==> config.mk <==
export PLATFORM = sky130hd
export DESIGN_NAME = io_handshake_unit
export DESIGN_NICKNAME = d
export VERILOG_FILES = /design/src/rtl/io_pkg.sv /design/src/rtl/io_debounce.sv /design/src/rtl/io_handshake_unit.sv
export SDC_FILE = /design/constraint.sdc
export NUM_CORES = 1
export LEC_CHECK = 0
export CORE_UTILIZATION = 42
export DETAILED_ROUTE_END_ITERATION = 12
export GPL_TIMING_DRIVEN = 1
export PLACE_DENSITY_LB_ADDON = 0.1
export SLEW_MARGIN = 25
export SYNTH_ARGS = -nofsm -noshare
export SYNTH_HDL_FRONTEND = slang
export SYNTH_HIERARCHICAL = 1
export SYNTH_SLANG_ARGS = --single-unit
==> constraint.sdc <==
create_clock -name clock -period 1.85 [get_ports clock]
set_input_delay 0.37 -clock clock [delete_from_list [all_inputs] [get_ports clock]]
set_output_delay 0.37 -clock clock [all_outputs]
set_load 0.02 [all_outputs]
==> src/rtl/io_pkg.sv <==
// Shared encodings for the I/O handshake responder: FSM states, the
// write-back select value for Input, and the I/O opcodes it serves.
package io_pkg;

    typedef enum logic [2:0] {
        ST_IDLE         = 3'd0,
        ST_WAIT_PRESS   = 3'd1,
        ST_CAPTURE      = 3'd2,
        ST_WAIT_RELEASE = 3'd3,
        ST_HALTED       = 3'd4
    } io_state_t;

    localparam logic [1:0] MEMTOREG_INPUT = 2'b11;

    localparam logic [5:0] OP_INPUT  = 6'b001100;
    localparam logic [5:0] OP_OUTPUT = 6'b001101;
    localparam logic [5:0] OP_HALT   = 6'b111111;

endpackage

==> src/rtl/io_debounce.sv <==
// Enter-button conditioner: two-flop synchronizer followed by a counter that
// accepts a new level after DEBOUNCE_CYCLES consecutive matching samples.
module io_debounce
    import io_pkg::*;
#(
    parameter int DEBOUNCE_CYCLES = 4
) (
    input  logic clock,
    input  logic reset,
    input  logic btn,
    output logic press_accepted,
    output logic release_accepted
);

    localparam int CW = (DEBOUNCE_CYCLES > 1) ? $clog2(DEBOUNCE_CYCLES) : 1;
    localparam logic [CW-1:0] LAST = CW'(DEBOUNCE_CYCLES - 1);

    logic [1:0]    sync_reg;
    logic          level_reg;
    logic [CW-1:0] count_reg;
    logic          press_reg;
    logic          release_reg;

    // The accept pulse is registered, so the FSM reacts one edge after the
    // last counted sample: total latency is DEBOUNCE_CYCLES + 2 edges.
    always_ff @(posedge clock or posedge reset) begin
        if (reset) begin
            sync_reg    <= 2'b00;
            level_reg   <= 1'b0;
            count_reg   <= '0;
            press_reg   <= 1'b0;
            release_reg <= 1'b0;
        end else begin
            sync_reg    <= {sync_reg[0], btn};
            press_reg   <= 1'b0;
            release_reg <= 1'b0;
            if (sync_reg[1] == level_reg) begin
                count_reg <= '0;
            end else if (count_reg == LAST) begin
                level_reg   <= sync_reg[1];
                count_reg   <= '0;
                press_reg   <= sync_reg[1];
                release_reg <= ~sync_reg[1];
            end else begin
                count_reg <= count_reg + 1'b1;
            end
        end
    end

    assign press_accepted   = press_reg;
    assign release_accepted = release_reg;

endmodule

==> src/rtl/io_handshake_unit.sv <==
// Peripheral responder for Input/Output/HALT: stalls the core until the
// operator presses Enter, returns the switches, latches Output values.
module io_handshake_unit
    import io_pkg::*;
#(
    parameter int DATA_WIDTH      = 32,
    parameter int SW_WIDTH        = 16,
    parameter int DEBOUNCE_CYCLES = 4
) (
    input  logic                  clock,
    input  logic                  reset,
    input  logic                  input_flag,
    input  logic                  output_flag,
    input  logic                  halt,
    input  logic [SW_WIDTH-1:0]   switches,
    input  logic                  enter_btn,
    input  logic [DATA_WIDTH-1:0] out_data,
    output logic                  stall,
    output logic [DATA_WIDTH-1:0] in_data,
    output logic [DATA_WIDTH-1:0] display_value,
    output logic                  display_valid,
    output logic                  in_wait,
    output logic                  halted
);

    io_state_t             state_reg;
    logic [DATA_WIDTH-1:0] in_data_reg;
    logic [DATA_WIDTH-1:0] display_value_reg;
    logic                  display_valid_reg;
    logic                  in_wait_reg;
    logic                  halted_reg;
    logic                  stall_comb;
    logic                  display_write;
    logic                  press_accepted;
    logic                  release_accepted;

    io_debounce #(
        .DEBOUNCE_CYCLES(DEBOUNCE_CYCLES)
    ) u_debounce (
        .clock            (clock),
        .reset            (reset),
        .btn              (enter_btn),
        .press_accepted   (press_accepted),
        .release_accepted (release_accepted)
    );

    // Mealy stall in IDLE/WAIT_RELEASE so the core freezes in the flag cycle.
    always_comb begin
        stall_comb = 1'b0;
        case (state_reg)
            ST_IDLE, ST_WAIT_RELEASE: stall_comb = input_flag;
            ST_WAIT_PRESS, ST_HALTED: stall_comb = 1'b1;
            default:                  stall_comb = 1'b0;
        endcase
        if (reset) begin
            stall_comb = 1'b0;
        end
    end

    // Output yields to halt and input; a stalled cycle never writes.
    assign display_write = output_flag && !stall_comb && !halt;

    always_ff @(posedge clock or posedge reset) begin
        if (reset) begin
            state_reg         <= ST_IDLE;
            in_data_reg       <= '0;
            display_value_reg <= '0;
            display_valid_reg <= 1'b0;
            in_wait_reg       <= 1'b0;
            halted_reg        <= 1'b0;
        end else begin
            if (display_write) begin
                display_value_reg <= out_data;
                display_valid_reg <= 1'b1;
            end
            case (state_reg)
                ST_IDLE: begin
                    if (halt) begin
                        state_reg  <= ST_HALTED;
                        halted_reg <= 1'b1;
                    end else if (input_flag) begin
                        state_reg   <= ST_WAIT_PRESS;
                        in_wait_reg <= 1'b1;
                    end
                end
                ST_WAIT_PRESS: begin
                    if (press_accepted) begin
                        state_reg   <= ST_CAPTURE;
                        in_wait_reg <= 1'b0;
                        in_data_reg <= DATA_WIDTH'(switches);
                    end
                end
                ST_CAPTURE: begin
                    if (halt) begin
                        state_reg  <= ST_HALTED;
                        halted_reg <= 1'b1;
                    end else begin
                        state_reg <= ST_WAIT_RELEASE;
                    end
                end
                ST_WAIT_RELEASE: begin
                    if (halt) begin
                        state_reg  <= ST_HALTED;
                        halted_reg <= 1'b1;
                    end else if (release_accepted) begin
                        state_reg <= ST_IDLE;
                    end
                end
                ST_HALTED: begin
                    state_reg <= ST_HALTED;
                end
                default: begin
                    state_reg   <= ST_IDLE;
                    in_wait_reg <= 1'b0;
                    halted_reg  <= 1'b0;
                end
            endcase
        end
    end

    assign stall         = stall_comb;
    assign in_data       = in_data_reg;
    assign display_value = display_value_reg;
    assign display_valid = display_valid_reg;
    assign in_wait       = in_wait_reg;
    assign halted        = halted_reg;

endmodule

* Word level (Yosys, flattened, before mapping)
Index checks and enable logic that the tools add are counted.
** Word-level totals
- Flip-flop bits (word level) :: 61
- Output and inout port bits :: 68
- Word-level logic and storage cells :: 63
- Input port bits :: 54
** Cells by class
- Add/subtract/negate cells :: 1
- Bitwise logic cells :: 4
- Reduce and logical (&&, ||, !) cells :: 14
- Eq/ne operators :: 12
- Multiplexer cells :: 21
** Operators with widths (count)
- 3-bit 2-to-1 mux :: 6
- 3-bit case mux with 5 select lines :: 1
- 1-bit 2-to-1 mux :: 9
- 3-bit by 2-bit equality test with 1-bit output (second input constant) :: 2
- 2-bit AND reduction :: 3
- 3-bit OR reduction :: 2
- 2-bit 2-to-1 mux :: 2
- 2-bit by 1-bit inequality test with 1-bit output (second input constant) :: 2
- 2-bit inequality test (second input constant) :: 2
- 1-bit inverter :: 4
- 1-bit case mux with 2 select lines :: 2
- 4-bit AND reduction :: 1
- 2-bit OR reduction :: 2
- 3-bit by 1-bit equality test with 1-bit output (second input constant) :: 1
- 3-bit equality test (second input constant) :: 1
- 3-bit zero test :: 1
- 3-bit by 2-bit inequality test with 1-bit output (second input constant) :: 1
- 3-bit inequality test (second input constant) :: 1
- 1-bit case mux with 3 select lines :: 1
- 3-bit AND reduction :: 1
- 2-bit by 1-bit adder with 2-bit output (second input constant) :: 1
- 2-bit equality test (second input constant) :: 1
- 1-bit logical AND :: 2
- 1-bit zero test :: 2
- 1-bit equality test :: 1

* Longest topological paths before layout
- Word-level depth :: 7
- Mapped depth :: 6
- Depth with buffers taken out :: 3

* Modules after synthesis
The synthesis kept the hierarchy.
** By module, submodules not included
- io_handshake_unit :: seq. area each 1351.3 µm², area each 2493.6 µm², cells an instance 235, instances 1
- io_debounce :: seq. area each 175.2 µm², area each 240.2 µm², cells an instance 17, instances 1

* Worst setup path after synthesis
No wires, ideal clock.
- Path kind :: flip-flop to output port
- From :: register state_reg[2]
- To :: output stall
- Data required time :: 1.480 ns
- Setup slack :: 0.310 ns
- Arrival time :: 1.170 ns
- Stages on the path, launching flop included :: 6
- Buffers on the path :: 3
- Path through :: dfrtp_1 > buf_6 > o21ba_4 > o211a_1 > buf_6 > buf_6
** On the way
- Longest elaborated chain between the ends :: 4
** Ends and longest elaborated chain
- from (decl) :: RTL line io_handshake_unit.sv:26 : io_state_t state_reg;
- from (signal assigned) :: RTL line io_handshake_unit.sv:65 : state_reg <= ST_IDLE;
- from (signal assigned) :: RTL line io_handshake_unit.sv:79 : state_reg <= ST_HALTED;
- from (signal assigned) :: RTL line io_handshake_unit.sv:82 : state_reg <= ST_WAIT_PRESS;
- 3-bit by 1-bit equality test with 1-bit output (tied with other cells) :: RTL line io_handshake_unit.sv:50 : case (state_reg)
- 2-bit OR reduction, on equally long branches
- 1-bit case mux with 2 select lines (*) :: RTL line io_handshake_unit.sv:50
- 1-bit 2-to-1 mux (*) :: RTL line io_handshake_unit.sv:55 : if (reset) begin
- to (decl) :: RTL line io_handshake_unit.sv:18 : output logic stall,
Every way passes the cells marked *; elsewhere a longest branch is shown, timed or not.

* Final worst setup path
- From :: input input_flag
- To :: output stall
** On the way
- Longest elaborated chain between the ends :: 2
** Ends and longest elaborated chain
- from (decl) :: RTL line io_handshake_unit.sv:12 : input logic input_flag,
- 1-bit case mux with 2 select lines :: RTL line io_handshake_unit.sv:50
- 1-bit 2-to-1 mux :: RTL line io_handshake_unit.sv:55
Every way passes these cells.

==> summary.txt <==
Place
  • Detailed Place HPWL: 4310 µm
  • Number of port buffers: 105
  • Worst slack, placed: -0.344 ns
  • RD Place Congestion: 0.770

GRT
  • First-pass GRT wire length: 10,100 µm
  • Initial antenna violation count: 0
  • GRT Total Usage: 19.9%
  • Pin count of the biggest net entering global routing: 34
  • Grt total ovfl: 0
  • Vias in the first global route: 2,148

Detailed routing
  • Vias/cell: 5.03
  • Avg WL per Cell: 14.6 µm
  • DRT iter0 DRCs: 73
  • Wl on met1: 2780 µm
  • Met2 WL: 2990 µm
  • DRT Pass-1 Iters: 4
  • Routed wl met3: 627 µm
  • Uppermost layer routed: met4
  • Vias after detailed routing: 2,237
  • Antenna Nets Post-Route: 0
  • Total Wirelength: 6490 µm
  • DRC viols: 0

Worst setup path
  • WS Path Type: primary input to output port
  • CP Capture Type: output port
  • Worst Path Max Fanout: 3
  • Critical path startpoint category: primary input
  • CP max stage delay: 0.45 ns
  • CP top delay family: buffers and inverters
  • CP max-delay cell: clkdlybuf4s50_1
  • Crit path cell chain: clkdlybuf4s50_1 > o21ba_4 > o211a_1 > buf_2
  • CP Data Arrival Time: 1.44 ns
  • Buffers and inverters on the worst path: 2
  • WP data required: 1.48 ns

Yosys
  • Area leader, netlist: dfrtp_1
  • Yosys cell types: 33
  • Most used DFF post-synth: dfrtp_1
  • Number of synthesized flops with an enable pin: 0
  • Ys Warns: 6
  • Seq/Total Area, Yosys: 55.8%
  • Syn Area/Cell: 10.8 µm²
  • Post-synth ARST share: 100%
  • Post-Syn Area: 2730 µm²
  • Synth Register Bits: 61
  • Ranking of synthesized cells by area: dfrtp_1 (56%), o22ai_1 (7.6%), mux2_2 (6.6%), o21ai_0 (5.5%), nand2_1 (4.5%)
  • Post-Syn Instances: 252
  • Synth top area share: 55.8%

Pwr
  • Worst VDD drop: 654 µV
  • Pwr Density: 1010 nW/µm²
  • Leak: 1.80 nW

Timing
  • Max Slew Vio Count: 0
  • Tmin final: 1.81 ns
  • Fin crit share: 97.6%
  • Skew final: 0.00643 ns
  • RSZ-0062 raised after global routing: false
  • Worst setup margin: 0.0438 ns
  • Max Freq: 554 MHz
  • Final setup vio count: 0
  • Final setup TNS: 0 ns
  • Final number of hold-violating endpoints: 0

Layout
  • Largest register FFs: 32
  • Layout area overhead: 49.5%
  • Final core occ: 64.7%
  • Layout cells sized above 1: 15.8%
  • Multi-input gate area: 987 µm²
  • Diode count: 0
  • Final nets: 418
  • Final-layout fill cell count: 549
  • Storage element area: 1530 µm²

Die
  • Die area: 6840 µm²
  • Ports: 122
  • Row count: 29
  • Die width: 82.7 µm
  • Initial core utilization: 43.3%
  • Core ar.: 6310 µm²
  • Die height: 82.7 µm

Clocking
  • Clock tree buffer depth: 2
  • Clock Sinks: 61
  • Max H-tree Level: 3
  • Root Driver: clkbuf_8
  • Post-CTS Setup Inserts: 0
  • Post-CTS sizing: 4
  • CTS clk-pin slew, worst paths: 0.07 ns
  • CTS tree: built
  • Worst skew pair latency: 0.33 ns
  • CTS buffer count: 9
  • Hold Buf Count CTS: 0

Worst hold path
  • Hold/Removal Path Class: flop to flop

Run status
  • Status: finished clean

Run
  • Max-Cap Viols: 0
## layout make-up
class | instances | area share (%)
Multi-Input combinational cell | 163 | 24.2
Timing Repair Buffer | 122 | 29.6
Sequential cell | 61 | 37.3
Clock buffer | 13 | 4.38
Tap cell | 77 | 2.36
Inverter | 6 | 0.551
Clock inverter | 3 | 1.59
## metrics by stage
stage                     hold slack, ns  cells  area, µm²  total power, mW
after floorplan                    0.173    267       2790             2.23
after global placement             0.336    429       3850             2.74
after detailed placement           0.344    429       3850             2.76
after CTS                          0.360    445       4090             4.19
after global routing               0.362    445       4090             4.35
final                              0.356    445       4090             4.14
## routing by layer
metal,up-vias,GRT usage [%]
li1,1077,-
met5,-,0
met3,7,7.58
met4,0,8.79
met1,1068,24.0
met2,85,31.5
## cells in the mapped netlist, types with 2 or more instances
library cell,count
dfrtp_1,61
nand2_1,33
o22ai_1,33
o21ai_0,30
buf_4,16
mux2_2,16
clkbuf_1,12
buf_6,8
a21oi_1,6
inv_1,6
nand2b_1,3
nor2b_1,3
o21ai_1,3
nor2_1,2
o21bai_1,2
## report_power, final
group / leakage, nW / switching [mW] / internal, mW
clock: 0.126 / 0.500 / 0.904
combinational: 0.895 / 0.540 / 0.550
sequential: 0.780 / 0.105 / 1.54
## placed cells by master, fill, tap and decap left out, types with 13 or more instances in the layout
cell type | netlist | routed
mux2_2 | 16 | 16
buf_4 | 16 | 14
dfrtp_1 | 61 | 61
o22ai_1 | 33 | 33
nand2_1 | 33 | 33
conb_1 | 1 | 16
clkbuf_8 | 0 | 13
o21ai_0 | 30 | 30
clkdlybuf4s50_1 | 0 | 104
## final timing paths
kind | from | end | slack (ns) | depth (start not counted)
max in group asynchronous | reset | display_value[22] | 0.90 | 4
min in group asynchronous | reset | u_debounce/count_reg[0] | 0.43 | 3
max reg2reg | state_reg[0] | display_value[27] | 0.28 | 4
min | u_debounce/sync_reg[0] | u_debounce/sync_reg[1] | 0.36 | 0
max | input_flag | stall | 0.04 | 4
min reg2reg | u_debounce/sync_reg[0] | u_debounce/sync_reg[1] | 0.36 | 0
## worst register-to-register path: stages, from the launching register on
cell     delay (ns)
dfrtp_1        0.37
buf_4          0.17
or3b_4         0.56
o21ai_0        0.25
o22ai_1        0.11
## cell families after synthesis
family,share of synthesized area (%)
muxes,6.59
other,0.137
DFF,55.8
AOI/OAI and AO/OA,17.9
and+or+nand+nor,8.42
buffers and inverters,10.3
xor gates and xnor gates,0.320
adders and majority gates,0.458
(Power assumes the default switching activity.)
